**src/rtl/vga_write_arbiter.sv**
```systemverilog
// vga_write_arbiter: round-robin arbiter that shares the single pixel-write
// port of the VGA adapter among NUM_REQ renderers. Off-screen pixels are
// consumed but dropped, and a sticky flag records that one was dropped.
// Outputs to the adapter are registered, giving one cycle of latency.
// Optional feature macro: VGA_CLEAR_ENGINE_EN. When it is defined, a
// clear engine can own the port and paint every pixel of the frame.
module vga_write_arbiter #(
    parameter int NUM_REQ  = 3,
    parameter int X_W      = 8,
    parameter int Y_W      = 7,
    parameter int COLOUR_W = 18,
    parameter int SCREEN_W = 160,
    parameter int SCREEN_H = 120
) (
    input  logic                         clock,
    input  logic                         resetn,
    input  logic [NUM_REQ-1:0]           req,
    input  logic [NUM_REQ*X_W-1:0]       req_x,
    input  logic [NUM_REQ*Y_W-1:0]       req_y,
    input  logic [NUM_REQ*COLOUR_W-1:0]  req_colour,
    output logic [NUM_REQ-1:0]           ack,
    input  logic                         clear_start,
    input  logic [COLOUR_W-1:0]          clear_colour,
    output logic                         clear_busy,
    output logic                         oob_err,
    output logic [X_W-1:0]               vga_x,
    output logic [Y_W-1:0]               vga_y,
    output logic [COLOUR_W-1:0]          vga_colour,
    output logic                         vga_write
);
    localparam int LW = $clog2(NUM_REQ);

    logic [LW-1:0]       last_q, last_d;
    logic [X_W-1:0]      x_q, x_d;
    logic [Y_W-1:0]      y_q, y_d;
    logic [COLOUR_W-1:0] col_q, col_d;
    logic                wr_q, wr_d;
    logic                oob_q, oob_d;
    logic                busy_q, busy_d;

    logic [LW-1:0]       gnt_idx;
    logic                gnt_vld;
    logic [X_W-1:0]      sel_x;
    logic [Y_W-1:0]      sel_y;
    logic [COLOUR_W-1:0] sel_col;
    logic                on_screen;

    logic [X_W-1:0]      rx [NUM_REQ];
    logic [Y_W-1:0]      ry [NUM_REQ];
    logic [COLOUR_W-1:0] rc [NUM_REQ];

    // Unpack the flat per-requester buses into indexable arrays.
    for (genvar g = 0; g < NUM_REQ; g++) begin : g_unpack
        assign rx[g] = req_x[g*X_W +: X_W];
        assign ry[g] = req_y[g*Y_W +: Y_W];
        assign rc[g] = req_colour[g*COLOUR_W +: COLOUR_W];
    end

    // Round-robin search starting just after the last winner; blocked by the
    // clear engine and held off while in reset.
    always_comb begin
        int idx;
        idx     = 0;
        gnt_idx = '0;
        gnt_vld = 1'b0;
        ack     = '0;
        if (resetn && !busy_q) begin
            for (int k = 1; k <= NUM_REQ; k++) begin
                idx = (int'(last_q) + k) % NUM_REQ;
                if (!gnt_vld && req[idx]) begin
                    gnt_vld = 1'b1;
                    gnt_idx = LW'(idx);
                end
            end
        end
        if (gnt_vld) ack[gnt_idx] = 1'b1;
    end

    assign sel_x     = rx[gnt_idx];
    assign sel_y     = ry[gnt_idx];
    assign sel_col   = rc[gnt_idx];
    assign on_screen = (int'(sel_x) < SCREEN_W) && (int'(sel_y) < SCREEN_H);

`ifdef VGA_CLEAR_ENGINE_EN
    localparam logic [X_W-1:0] CX_LAST = X_W'(SCREEN_W - 1);
    localparam logic [Y_W-1:0] CY_LAST = Y_W'(SCREEN_H - 1);

    logic [X_W-1:0] cx_q, cx_d;
    logic [Y_W-1:0] cy_q, cy_d;

    // Next state: clear scan owns the port while busy, otherwise the winner.
    always_comb begin
        last_d = last_q;
        x_d    = x_q;
        y_d    = y_q;
        col_d  = col_q;
        wr_d   = 1'b0;
        oob_d  = oob_q;
        busy_d = busy_q;
        cx_d   = cx_q;
        cy_d   = cy_q;
        if (busy_q) begin
            x_d   = cx_q;
            y_d   = cy_q;
            col_d = clear_colour;
            wr_d  = 1'b1;
            if (cx_q == CX_LAST) begin
                cx_d = '0;
                if (cy_q == CY_LAST) begin
                    cy_d   = '0;
                    busy_d = 1'b0;
                end else begin
                    cy_d = cy_q + Y_W'(1);
                end
            end else begin
                cx_d = cx_q + X_W'(1);
            end
        end else begin
            if (gnt_vld) begin
                last_d = gnt_idx;
                if (on_screen) begin
                    x_d   = sel_x;
                    y_d   = sel_y;
                    col_d = sel_col;
                    wr_d  = 1'b1;
                end else begin
                    oob_d = 1'b1;
                end
            end
            // A grant in the start cycle still completes above.
            if (clear_start) begin
                busy_d = 1'b1;
                cx_d   = '0;
                cy_d   = '0;
            end
        end
    end

    // Clear scan counters.
    always_ff @(posedge clock or negedge resetn) begin
        if (!resetn) begin
            cx_q <= '0;
            cy_q <= '0;
        end else begin
            cx_q <= cx_d;
            cy_q <= cy_d;
        end
    end
`else
    logic unused_clear;
    assign unused_clear = ^{clear_start, clear_colour};

    // Next state: only requester transfers can reach the port.
    always_comb begin
        last_d = last_q;
        x_d    = x_q;
        y_d    = y_q;
        col_d  = col_q;
        wr_d   = 1'b0;
        oob_d  = oob_q;
        busy_d = 1'b0;
        if (gnt_vld) begin
            last_d = gnt_idx;
            if (on_screen) begin
                x_d   = sel_x;
                y_d   = sel_y;
                col_d = sel_col;
                wr_d  = 1'b1;
            end else begin
                oob_d = 1'b1;
            end
        end
    end
`endif

    // Arbiter pointer, adapter-facing registers and status flags.
    always_ff @(posedge clock or negedge resetn) begin
        if (!resetn) begin
            last_q <= LW'(NUM_REQ - 1);
            x_q    <= '0;
            y_q    <= '0;
            col_q  <= '0;
            wr_q   <= 1'b0;
            oob_q  <= 1'b0;
            busy_q <= 1'b0;
        end else begin
            last_q <= last_d;
            x_q    <= x_d;
            y_q    <= y_d;
            col_q  <= col_d;
            wr_q   <= wr_d;
            oob_q  <= oob_d;
            busy_q <= busy_d;
        end
    end

    assign vga_x      = x_q;
    assign vga_y      = y_q;
    assign vga_colour = col_q;
    assign vga_write  = wr_q;
    assign oob_err    = oob_q;
    assign clear_busy = busy_q;

endmodule
```
**config.mk**
```make
export PLATFORM = sky130hd
export DESIGN_NAME = vga_write_arbiter
export DESIGN_NICKNAME = d
export VERILOG_FILES = /design/src/rtl/vga_write_arbiter.sv
export SDC_FILE = /design/constraint.sdc
export NUM_CORES = 1
export LEC_CHECK = 0
export ABC_AREA = 0
export CAP_MARGIN = 25
export CORE_UTILIZATION = 35
export CTS_CLUSTER_DIAMETER = 50
export CTS_CLUSTER_SIZE = 30
export DETAILED_ROUTE_END_ITERATION = 8
export PLACE_DENSITY = 0.82
export SLEW_MARGIN = 15
export SYNTH_ARGS = -nofsm -noshare
export SYNTH_HDL_FRONTEND = slang
export SYNTH_SLANG_ARGS = --single-unit
```
**constraint.sdc**
```tcl
create_clock -name clock -period 5.4 [get_ports clock]
set_input_delay 1.62 -clock clock [delete_from_list [all_inputs] [get_ports clock]]
set_output_delay 1.62 -clock clock [all_outputs]
set_load 0.05 [all_outputs]
```
* Word level (Yosys, flattened, before mapping)
Cells that the tools add are included.
Storage, ports and cells: register bits after elaboration 37, logic and storage cells 63, output and inout bits 39, bits of input ports 123
Operators by class: divide/modulo/power cells 3, add/subtract/negate cells 3, muxes and demuxes 33, bitwise operators 2, $lt $le $gt $ge 8, reductions and logical operators 8
Operators with widths (number):
- $lt 32x4->1 const B | 3
- $mod 32x3->32 const B | 3
- $bmux 18 s2 | 1
- $mux 18 | 2
- $bmux 8 s2 | 1
- $mux 8 | 2
- $mux 1 | 15
- $bmux 7 s2 | 1
- $mux 7 | 2
- $lt 8x8->1 const B | 1
- $mux 2 | 4
- $lt 7x7->1 const B | 1
- $add 2x2->3 const B | 2
- $bmux 1 s2 | 3
- $logic_and 1x1->1 | 4
- $reduce_and 2->1 | 2
- $add 2x1->3 const B | 1
- $ge 3x3->1 const B | 1
- $lt 2x3->1 const B | 1
- $mux 3 | 1
- $not 2->3 | 1
- $demux 1 s2 | 1
- $ge 2x1->1 const B | 1
- $logic_not 1->1 | 2
- $not 1->1 | 1

* Depth between registers and ports, before layout
word-level depth 23, depth in mapped cells 13, mapped depth without buffers 10

* Worst setup path before layout
Ideal clock, no wire load.
kind input to output, from input port req[0], to output port ack[0], path buffers 2, setup slack 180 ps, data arrival time 3600 ps, required time 3780 ps, cell stages on the path 7, cells stage by stage nand2_1 or3_1 a211o_1 o311a_2 buf_2 buf_2 nor2_1
Between the ends: word-level cells in the longest chain between the ends 18, elaborated cells on any way between the ends 29, those cells by class order compare (2); mux (22); reduce/logical (5)
RTL lines:
- start, declared | line 17 | input logic [NUM_REQ-1:0] req,
- $bmux 1 s2 | line 70 | if (!gnt_vld && req[idx]) begin
- $mux 1 (not written as such) (2 in series) | line 70
- $mux 1 | line 70
- $mux 1 | line 67 | if (resetn && !busy_q) begin
- $logic_not 1->1 | line 70
- $logic_and 1x1->1 | line 70
- $mux 1 | line 70
- $mux 1 | line 67
- $logic_not 1->1 | line 70
- $logic_and 1x1->1 | line 70
- $mux 2 | line 70
- $mux 2 | line 67
- $lt 2x3->1 (not written as such) / $ge 2x1->1 (equally long branches) | line 76 | if (gnt_vld) ack[gnt_idx] = 1'b1;
- $logic_and 1x1->1 (not written as such) | line 76
- $mux 1 (not written as such) | line 76
- $demux 1 s2 | line 76
- $mux 3 (*) | line 76
- end, declared | line 21 | output logic [NUM_REQ-1:0] ack,
Every way passes the cells marked *; elsewhere a longest branch is shown, timed or not. The select of a mux whose other input is x is not followed.

* Final worst setup path
from input port req[2], to output port ack[1]
Same word-level chain as after synthesis.

==> impl_metrics.toml <==
[synthesis]
synthesis.area_um2 = 2500
seq_area_frac_synth = 0.370
ys_seq_elements = 37
yosysTopAreaCell = "dfrtp_1"
ys_types = 43
synthFlopType = "dfrtp_1"
synth_top_area_frac = 0.360
synthArstFlopShare = 1.00
synth_fp_nets = 369
synth_edf_count = 0
avgSynthCellArea_um2 = 10.3
synthCells = 244
yosysMostFrequentCell = "nand2_1"
synth_common_cells = "nand2_1, dfrtp_1, mux2i_1, o21ai_0, mux2_4"
synthTopCellsByArea = "dfrtp_1, mux2_4, mux2i_1, o21ai_0, nand2_1"
yosysWarnings = 0

[timing]
relSlewSlack = 0.611
setup_viol = 0
hold_slack_ns = 0.468
worst_slew_pin_slew_ns = 0.584
slew_violations = 0
hold_violations = 0
setup_tns_ns = 0
rsz0062_at_grt = "false"
fmax_ghz = 0.198
clock_skew_ns = 0.00404
period_share = 0.935
fin_crit_ns = 5.05

[setup_path]
critPathRequiredTime_ns = 3.78
critPathSlowestCell = "clkdlybuf4s50_1"
crit_path_end_kind = "output pin"
cp_num_buf_inv = 3
crit_type = "in2out"
worstPathCellList = "clkdlybuf4s50_1, or3_1, a211o_1, o311a_2, buf_4, buf_12"
cp_top_family = "buffers and inverters"
crit_fanout = 18
crit_start = "req[2]"
startpoint_type = "primary input"
worstPathArrival_ns = 3.43
r2r-start = "last_q[0]"
slowest_delay_ns = 0.54

[pwr]
p_seq_frac = 0.210
p_leak_nw = 1.69
p_int_mw = 1.27
p_comb_frac = 0.685
power_density_nw_per_um2 = 572
switching_share = 0.461
switching_power_mw = 1.08
ir_worst_vdd_uv = 265
clkPwrFrac = 0.104

[die]
die_area_um2 = 7500
rows = 30
ios = 162
core_um2 = 6870
start_util = 0.365
die_width_um = 86.6
fp.dieH_um = 86.6

[grt]
grt.total_usage = 0.183
grt_first_pass_wirelength_mm = 10.8
gr-total-overflow = 0
grt_start_max_net_pins = 67
antenna_found_initial = 0
grt_pass1_vias = 2352

[job]
cap_violations = 0

[clock_tree]
cts_buffers = 5
cts-hold-fix-buffers = 0
clock_path_buffers = 2
post_cts_resized = 0
clk_pin_slew_ns = 0.07
postCtsSetupBuffers = 0
cts.sinks = 37
cts_tree = "yes"
root_buffer = "clkbuf_8"
clock_latency_ns = 0.28
htreeDepth = 2

[layout]
drive_gt1_frac = 0.139
antennaDiodeCount = 0
fin_nets = 505
area_growth_pct = 63.9

[drt]
drt.antenna.violating_nets = 0
vias = 2276
drt-total-wl_mm = 6.60
firstDrtPassIters = 4
drcViolationCount = 0
drt_iter0_drc = 80
routed_via_density = 4.77
routedWlPerCell_um = 13.8

[placement]
dp_hpwl_mm = 5.10
port_buffers = 141
gp_congestion = 0.792

[min_path]
holdCritStartpoint = "oob_err"
hp-class = "reg2reg"

[run_status]
status = "complete, no violations"
==> placed cells by master, fill, tap and decap left out, types with 2 or more instances in the layout <==
master	n
clkdlybuf4s50_1	137
nand2_1	38
dfrtp_1	36
o21ai_0	35
mux2i_1	35
mux2_4	28
buf_4	7
clkbuf_8	6
o21ai_1	4
nor2_1	4
a31oi_1	4
inv_1	3
a21oi_1	3
nand3_1	3
inv_2	2
nand3b_1	2
o31ai_1	2
a22o_1	2
mux2_1	2
ha_1	2
buf_12	2
==> flip-flops by register name, indices dropped and copies added, names as in the netlist <==
name and cells:
vga_y 7, last_q 2, oob_err 1, vga_write 1, vga_x 8, vga_colour 18
==> per-layer routing <==
layer	wire length, um	up-vias	track usage
met5	0	-	0
met4	53	0	0.0500
met3	531	4	0.0638
met2	3340	91	0.320
met1	2680	1033	0.211
li1	-	1148	-
==> stage by stage <==
stage,cells,power (mW),worst slack (ns),instance area (um^2),utilization
floorplan,244,1.64,0.180,2500,-
global placement,469,2.09,0.414,3990,0.581
detailed placement,469,2.12,0.366,3990,0.581
CTS,477,2.37,0.360,4110,0.598
global route,477,2.48,0.298,4110,0.598
finish,477,2.35,0.353,4110,0.598
==> power groups by stage <==
| stage | Clock [mW] | Combinational, mW | Sequential, mW |
|---|---|---|---|
| after global routing | 0.266 | 1.71 | 0.510 |
| after floorplan | 0 | 0.704 | 0.939 |
| after CTS | 0.253 | 1.63 | 0.495 |
| after detailed placement | 0 | 1.62 | 0.495 |
| final | 0.244 | 1.61 | 0.494 |
| after global placement | 0 | 1.60 | 0.492 |
==> layout make-up <==
| class | instances | area [um^2] |
|---|---|---|
| multi-input cells | 184 | 1450 |
| repair buffers | 147 | 1470 |
| well taps | 96 | 120 |
| fillers | 616 | 2760 |
| clock buffers | 7 | 86.3 |
| clock inverters | 1 | 30.0 |
| flip-flops and latches | 37 | 927 |
| inverters | 5 | 18.8 |
==> worst paths after layout <==
| check | end | slack, ns | cells after the start |
|---|---|---|---|
| hold / removal | oob_err | 0.47 | 1 |
| hold reg to reg | oob_err | 0.47 | 1 |
| min in group asynchronous | vga_x[0] | 1.45 | 2 |
| setup / recovery | ack[1] | 0.35 | 6 |
| setup reg to reg | vga_y[3] | 1.85 | 11 |
| max in group asynchronous | last_q[1] | 3.61 | 2 |
==> kinds of logic after synthesis <==
family | Yosys count | share of synthesized area
multiplexers | 66 | 0.321
AO/OA/AOI/OAI | 60 | 0.148
AND/OR/NAND/NOR | 54 | 0.0954
flip-flops | 37 | 0.370
buffers and inverters | 23 | 0.0494
adder cells (fa/ha/maj) | 3 | 0.0140
other | 1 | 0.00150
Note: power is estimated with default switching activity, not from simulation.
